--- src/rtl/serial_add_sub_if.sv ---
// Operand/result bundle for the bit-serial adder/subtractor.
// master drives start/sub/a/b; slave returns busy/done/sum/cout/ovf.
interface serial_add_sub_if #(
   parameter int WIDTH = 8
);
   logic             start;
   logic             sub;
   logic [WIDTH-1:0] a;
   logic [WIDTH-1:0] b;
   logic             busy;
   logic             done;
   logic [WIDTH-1:0] sum;
   logic             cout;
   logic             ovf;

   modport master (
      output start, sub, a, b,
      input  busy, done, sum, cout, ovf
   );

   modport slave (
      input  start, sub, a, b,
      output busy, done, sum, cout, ovf
   );
endinterface

--- src/rtl/serial_add_sub.sv ---
// Bit-serial add/sub: one full-adder cell, LSB first, WIDTH steps.
// Ports: clk, rst (async high), bus (slave: start/sub/a/b -> busy/done/sum/cout/ovf).
module serial_add_sub #(
   parameter int WIDTH = 8
) (
   input  logic clk,
   input  logic rst,
   serial_add_sub_if.slave bus
);
   localparam int CW = $clog2(WIDTH) + 1;

   typedef enum logic [1:0] {
      S_IDLE = 2'd0,
      S_RUN  = 2'd1,
      S_DONE = 2'd2
   } state_t;

   state_t           state_q, state_d;
   logic [WIDTH-1:0] a_q, a_d;
   logic [WIDTH-1:0] b_q, b_d;
   logic [WIDTH-1:0] work_q, work_d;
   logic [WIDTH-1:0] sum_q, sum_d;
   logic [CW-1:0]    cnt_q, cnt_d;
   logic             carry_q, carry_d;
   logic             cout_q, cout_d;
   logic             ovf_q, ovf_d;
   logic             busy_q, busy_d;
   logic             done_q, done_d;

   logic             s_bit;
   logic             c_next;
   logic             load;

   always_comb begin
      s_bit   = a_q[0] ^ b_q[0] ^ carry_q;
      c_next  = (a_q[0] & b_q[0]) | (a_q[0] & carry_q) | (b_q[0] & carry_q);
      state_d = state_q;
      a_d     = a_q;
      b_d     = b_q;
      work_d  = work_q;
      sum_d   = sum_q;
      cnt_d   = cnt_q;
      carry_d = carry_q;
      cout_d  = cout_q;
      ovf_d   = ovf_q;
      busy_d  = 1'b0;
      done_d  = 1'b0;
      load    = 1'b0;

      unique case (state_q)
         S_IDLE: load = bus.start;
         S_RUN: begin
            work_d  = {s_bit, work_q[WIDTH-1:1]};
            a_d     = a_q >> 1;
            b_d     = b_q >> 1;
            carry_d = c_next;
            cnt_d   = cnt_q + CW'(1);
            if (cnt_q == CW'(WIDTH - 1)) begin
               // carry_q here is the MSB carry-in
               state_d = S_DONE;
               sum_d   = {s_bit, work_q[WIDTH-1:1]};
               cout_d  = c_next;
               ovf_d   = carry_q ^ c_next;
               done_d  = 1'b1;
            end else begin
               busy_d = 1'b1;
            end
         end
         S_DONE: begin
            state_d = S_IDLE;
            load    = bus.start;
         end
         default: state_d = S_IDLE;
      endcase

      // Subtraction is a + ~b + 1: invert B, seed carry with 1
      if (load) begin
         a_d     = bus.a;
         b_d     = bus.b ^ {WIDTH{bus.sub}};
         carry_d = bus.sub;
         cnt_d   = '0;
         state_d = S_RUN;
         busy_d  = 1'b1;
      end
   end

   always_ff @(posedge clk or posedge rst) begin
      if (rst) begin
         state_q <= S_IDLE;
         a_q     <= '0;
         b_q     <= '0;
         work_q  <= '0;
         sum_q   <= '0;
         cnt_q   <= '0;
         carry_q <= 1'b0;
         cout_q  <= 1'b0;
         ovf_q   <= 1'b0;
         busy_q  <= 1'b0;
         done_q  <= 1'b0;
      end else begin
         state_q <= state_d;
         a_q     <= a_d;
         b_q     <= b_d;
         work_q  <= work_d;
         sum_q   <= sum_d;
         cnt_q   <= cnt_d;
         carry_q <= carry_d;
         cout_q  <= cout_d;
         ovf_q   <= ovf_d;
         busy_q  <= busy_d;
         done_q  <= done_d;
      end
   end

   assign bus.busy = busy_q;
   assign bus.done = done_q;
   assign bus.sum  = sum_q;
   assign bus.cout = cout_q;
   assign bus.ovf  = ovf_q;
endmodule

--- src/flat_wrapper.sv ---
// flat-port wrapper written by rule: the top's interface ports become plain ports
module serial_add_sub_flat 
#(
   parameter int WIDTH = 8
)
  (clk, rst, bus_start, bus_sub, bus_a, bus_b, bus_busy, bus_done, bus_sum, bus_cout, bus_ovf);
  serial_add_sub_if #(.WIDTH(WIDTH)) bus_i ();
  input  logic clk;
  input  logic rst;
  input wire logic [$bits(bus_i.start)-1:0] bus_start;
  input wire logic [$bits(bus_i.sub)-1:0] bus_sub;
  input wire logic [$bits(bus_i.a)-1:0] bus_a;
  input wire logic [$bits(bus_i.b)-1:0] bus_b;
  output wire logic [$bits(bus_i.busy)-1:0] bus_busy;
  output wire logic [$bits(bus_i.done)-1:0] bus_done;
  output wire logic [$bits(bus_i.sum)-1:0] bus_sum;
  output wire logic [$bits(bus_i.cout)-1:0] bus_cout;
  output wire logic [$bits(bus_i.ovf)-1:0] bus_ovf;
  assign bus_i.start = bus_start;
  assign bus_i.sub = bus_sub;
  assign bus_i.a = bus_a;
  assign bus_i.b = bus_b;
  assign bus_busy = bus_i.busy;
  assign bus_done = bus_i.done;
  assign bus_sum = bus_i.sum;
  assign bus_cout = bus_i.cout;
  assign bus_ovf = bus_i.ovf;
  serial_add_sub #(.WIDTH(WIDTH)) u_core (.clk(clk), .rst(rst), .bus(bus_i));
endmodule
--- config.mk ---
export PLATFORM = sky130hd
export DESIGN_NAME = serial_add_sub_flat
export DESIGN_NICKNAME = d
export VERILOG_FILES = /design/src/rtl/serial_add_sub_if.sv /design/src/rtl/serial_add_sub.sv /design/src/flat_wrapper.sv
export SDC_FILE = /design/constraint.sdc
export NUM_CORES = 1
export LEC_CHECK = 0
export ABC_AREA = 1
export ABC_CLOCK_PERIOD_IN_PS = 1250
export CAP_MARGIN = 20
export CORE_UTILIZATION = 49
export CTS_BUF_LIST = sky130_fd_sc_hd__clkbuf_8
export DETAILED_ROUTE_END_ITERATION = 8
export PLACE_DENSITY = 0.86
export SLEW_MARGIN = 20
export SYNTH_ARGS = -nofsm -noshare
export SYNTH_HDL_FRONTEND = slang
export SYNTH_SLANG_ARGS = --single-unit
--- constraint.sdc ---
create_clock -name clk -period 1.25 [get_ports clk]
set_input_delay 0.1875 -clock clk [delete_from_list [all_inputs] [get_ports clk]]
set_output_delay 0.1875 -clock clk [all_outputs]
set_load 0.01 [all_outputs]
; ---- After elaboration in Yosys (flattened, before gate mapping)
; Index checks and enable logic that the tools add are counted.
[totals]
regBits = 43
in_bits = 20
word_cells = 48
[classes]
addsub = 1
n_eq_ne = 5
n_mux = 17
n_bitwise = 9
n_reduce_logical = 5
[ops]
columns = operator, n
row1 = $mux 8, 4
row2 = $mux 1, 8
row3 = $mux 4, 2
row4 = $xor 8x8->8, 1
row5 = $add 4x1->4 const B, 1
row6 = $eq 4x3->1 const B, 1
row7 = $mux 2, 2
row8 = $pmux 2 s2, 1
row9 = $reduce_and 2->1, 2
row10 = $and 1x1->1, 3
row11 = $ne 3x1->1 const B, 1
row12 = $xor 1x1->1, 3
row13 = $eq 2x1->1 const B, 1
row14 = $eq 2x2->1 const B, 1
row15 = $logic_not 2->1, 1
row16 = $ne 2x1->1 const B, 1
row17 = $or 1x1->1, 2
row18 = $reduce_bool 2->1, 1
row19 = $reduce_or 2->1, 1

; ---- Longest topological paths before layout
[logic_depth]
ltp_word = 5
depth_mapped = 7

; ---- Worst setup path before layout
; OpenSTA, ideal clock, no wires.
[synth_path]
path_kind = reg2reg
startpoint = reg u_core.carry_q
endpoint = reg u_core.ovf_q, in the netlist u_core.bus.ovf
arrival_ns = 1.111
slack_ns = 0.017
stages_incl_launch_ff = 4
path_buffers = 0
synth_period_minus_slack_ns = 1.233
path_cell_list = dfrtp_1 > fa_1 > xnor2_1 > o21ai_2
[synth_via]
elab_chain_cells = 4
word_cells_on_any_way = 5
cone_classes = bitwise: 5
[synth_lines]
columns = item, line
row1 = "start, declared", serial_add_sub.sv:24  ; logic carry_q, carry_d;
row2 = "start signal, assigned", serial_add_sub.sv:107  ; carry_q <= carry_d;
row3 = $and 1x1->1, serial_add_sub.sv:36  ; c_next = (a_q[0] & b_q[0]) | (a_q[0] & carry_q) | (b_q[0] & carry_q);
row4 = $or 1x1->1, serial_add_sub.sv:36
row5 = $or 1x1->1 *, serial_add_sub.sv:36
row6 = named net u_core.c_next, serial_add_sub.sv:31  ; logic c_next;
row7 = $xor 1x1->1 *, serial_add_sub.sv:63  ; ovf_d = carry_q ^ c_next;
row8 = "end signal, assigned", serial_add_sub.sv:109  ; ovf_q <= ovf_d;
row9 = "end, declared", serial_add_sub.sv:26  ; logic ovf_q, ovf_d;
; The timed path passes the listed nets; every way through them passes the cells marked *.
; A chain may end at the register's enable or synchronous reset.

; ---- Final worst setup path
[layout_path]
startpoint = reg u_core.cnt_q[1]
endpoint = reg u_core.sum_q[3], in the netlist u_core.bus.sum[3]
[layout_via]
elab_chain_cells = 2
[layout_lines]
columns = item, line
row1 = "start, declared", serial_add_sub.sv:23  ; logic [CW-1:0] cnt_q, cnt_d;
row2 = "start signal, assigned", serial_add_sub.sv:106  ; cnt_q <= cnt_d;
row3 = $eq 4x3->1, serial_add_sub.sv:58  ; if (cnt_q == CW'(WIDTH - 1)) begin
row4 = $reduce_and 2->1 (no line), --
row5 = "end signal, assigned", serial_add_sub.sv:105  ; sum_q <= sum_d;
row6 = "end, declared", serial_add_sub.sv:22  ; logic [WIDTH-1:0] sum_q, sum_d;
; No other way between the ends.

==> impl_metrics.ini <==
[outcome]
status = finished, violations left
violations = negative setup slack

[timing]
finalSetupViolations = 6
max_freq_ghz = 0.785
relSlewSlack_pct = 85.2
fin_ws_ns = -0.0234
period_minus_slack_ns = 1.27
rsz0062_at_grt = yes
report.final.slew_viol_count = 0
worst_slew_pin_slew_ns = 0.222
hold_viol = 0
clock_skew_ns = 0.00618
post-route-period-util_pct = 102

[logic_synthesis]
yosysTopAreaCellShare_pct = 53.9
mappedNetlistNets = 248
synth_top_area_cell = dfrtp_1
syn_inst = 226
yosysWarnings = 0
synth_area_per_cell_sq_um = 8.63
synth_seq_cells = 42
synthTopCellsByArea = dfrtp_1 54%, nand2_1 18%, inv_1 4.0%
netlist_area_sq_um = 1950
ys_seq_area_share_pct = 53.9
synth.distinct_cells = 22

[run]
maxCapViolations = 0

[critical_path]
critPathArrivalTime_ns = 1.45
path_max_fanout = 5
path_class = reg -> reg
start_kind = flip-flop
worstSetupEndpointType = flip-flop
worstPathRequired_ns = 1.43

[power_and_ir_drop]
seqPwrFrac_pct = 39.4
ir_worst_vdd_mv = 0.882
p_leak_nw = 1.34
clkPwrFrac_pct = 14.5
p_comb_share_pct = 46.1
power_density_nw_per_um2 = 2320
intPower_mw = 3.64
p_sw_share_pct = 39.3
p_switching_mw = 2.36

[clock_tree]
numCtsBuffers = 5
cts.path.max_buffers = 2
clkLatencyLatePin_ns = 0.29
cts_root_buf = clkbuf_8
h-tree-depth = 2
cts_tree = done
cts-hold-fix-buffers = 0
clkTransAtPathRegs_ns = 0.07
cts_sinks = 42

[final_layout]
final_util_pct = 69.0
drive_above_1_share_pct = 21.4
nFillCells = 316
nNetsFinal = 297
area_growth_syn_to_layout_pct = 32.5
fin_cells = 324
diodes = 0

[route]
drc = 0
wl_met1_mm = 1.68
vias = 1586
drtPass1Iterations = 4
drt_wl_total_mm = 3.88
ant_nets = 0
routedWlPerCell_um = 12.0
routed.top_layer = met4
wl_met2_mm = 1.99
via_per_inst = 4.90
routed-wl-met3_um = 147
drtIter0Drc = 106

[floorplan]
die_y_um = 65.1
die_x_um = 65.1
dieArea_sq_um = 4240
rows = 22
num_io_pins = 32
initial_core_util_pct = 52.1
core_area_sq_um = 3740

[placed_design]
io_buffer_count = 31
gp_congestion = 0.819
placedCellCount = 312
place.detailed.hpwl_mm = 2.50

[grt]
gr-total-overflow = 0
grt_pass1_vias = 1478
grt_max_degree = 43
grt_pass1_wl_mm = 6.35
antenna_found_initial = 0
track_usage_pct = 20.1

[worst_hold_path]
hold_class = in -> async
-- path summary, 6_finish.rpt --
path	endpoint	start	cells past startpoint	slack [ns]
max	u_core.bus.sum[3]	u_core.cnt_q[1]	7	-0.02
min in group clk	u_core.a_q[4]	bus_a[4]	3	0.47
min	u_core.bus.done	rst	3	0.26
max reg2reg	u_core.bus.sum[3]	u_core.cnt_q[1]	7	-0.02
min reg2reg	u_core.bus.sum[0]	u_core.work_q[1]	2	0.47
max in group asynchronous	u_core.b_q[4]	rst	3	0.80
-- cells in the mapped netlist --
| library cell | number |
|---|---|
| inv_1 | 21 |
| buf_4 | 2 |
| nand2_1 | 94 |
| inv_6 | 1 |
| dfrtp_1 | 42 |
| nor2_4 | 1 |
| inv_2 | 2 |
| buf_8 | 1 |
| nand2_4 | 2 |
| fa_1 | 1 |
| o21ai_2 | 9 |
| a21oi_1 | 2 |
| nor2_1 | 6 |
| nand3_1 | 12 |
| o21ai_1 | 1 |
| buf_2 | 3 |
| nand2_2 | 4 |
| xnor2_1 | 5 |
| clkbuf_8 | 1 |
| buf_6 | 1 |
| o21ai_0 | 14 |
| ha_1 | 1 |
-- sequential cells by signal (all words and copies together) (netlist names), 2 cells and up --
register        cells
u_core.state_q      2
u_core.cnt_q        4
u_core.a_q          8
u_core.work_q       7
u_core.bus.sum      8
u_core.b_q          8
-- layout make-up --
| type | count | area [sq um] | area share [%] |
|---|---|---|---|
| Clock buffer | 6 | 82.6 | 3.20 |
| Clock inverter | 2 | 8.76 | 0.339 |
| Inverter | 24 | 95.1 | 3.68 |
| Multi-Input combinational cell | 152 | 788 | 30.5 |
| Sequential cell | 42 | 1050 | 40.7 |
| Tap cell | 48 | 60.1 | 2.32 |
| Timing Repair Buffer | 50 | 498 | 19.3 |
-- critical path: stages (launching register included) --
cell       delay [ns]
dfrtp_1          0.37
ha_2             0.20
nand2_2          0.08
nor2_4           0.15
nand2_4          0.09
clkbuf_16        0.17
nand2_4          0.05
o21ai_2          0.05
-- kinds of logic (layout without fill, tap and decap cells) --
group                    after synthesis  in the layout  share of synthesized area, %
AND/OR/NAND/NOR                      119            119                          25.3
AO/OA/AOI/OAI                         26             26                          8.40
flip-flops                            42             42                          53.9
XOR/XNOR                               5              5                          2.24
buffers and inverters                 32             82                          8.47
adder cells (fa/ha/maj)                2              2                          1.67
-- layout by cell type (no fill, tap or decap), drive strengths merged, types with 2 or more instances in the layout --
cell type      count
clkbuf             8
dlygate4sd2       12
o21ai             24
nand3             12
xnor2              5
nor2               7
dfrtp             42
buf               17
nand2            100
clkdlybuf4s50     19
a21oi              2
inv               25
-- power groups by stage --
stage	sequential [mW]	combinational, mW	clock (mW)
floorplan	2.36	1.68	0
global placement	2.30	2.52	0
detailed placement	2.34	2.61	0
CTS	2.32	2.52	0.905
global route	2.43	3.15	0.967
finish	2.36	2.77	0.869
-- repair_timing --
action	in CTS	in global routing
cloned	0	2
setup buffers	0	2
setup endpoints to repair	23	12
pin swaps	2	5
gates resized for setup	15	16
-- per-layer routing --
layer / vias up / GRT usage [%]
li1: 790 / -
met1: 751 / 23.2
met2: 40 / 34.6
met3: 5 / 5.90
met4: 0 / 8.15
met5: - / 0
-- stage by stage --
step	power (mW)	area, sq um	hold slack (ns)	TNS [ns]	setup slack (ns)
3_3_place_gp	4.82	2390	0.452	-0.138	-0.0329
4_1_cts	5.74	2470	0.256	0	0.00255
6_report	6.00	2580	0.256	-0.0927	-0.0234
3_5_place_dp	4.95	2390	0.462	-0.574	-0.0675
5_1_grt	6.54	2580	0.279	-0.776	-0.0989
2_1_floorplan	4.04	1950	0.308	0	0.0168
(Power assumes the default switching activity.)
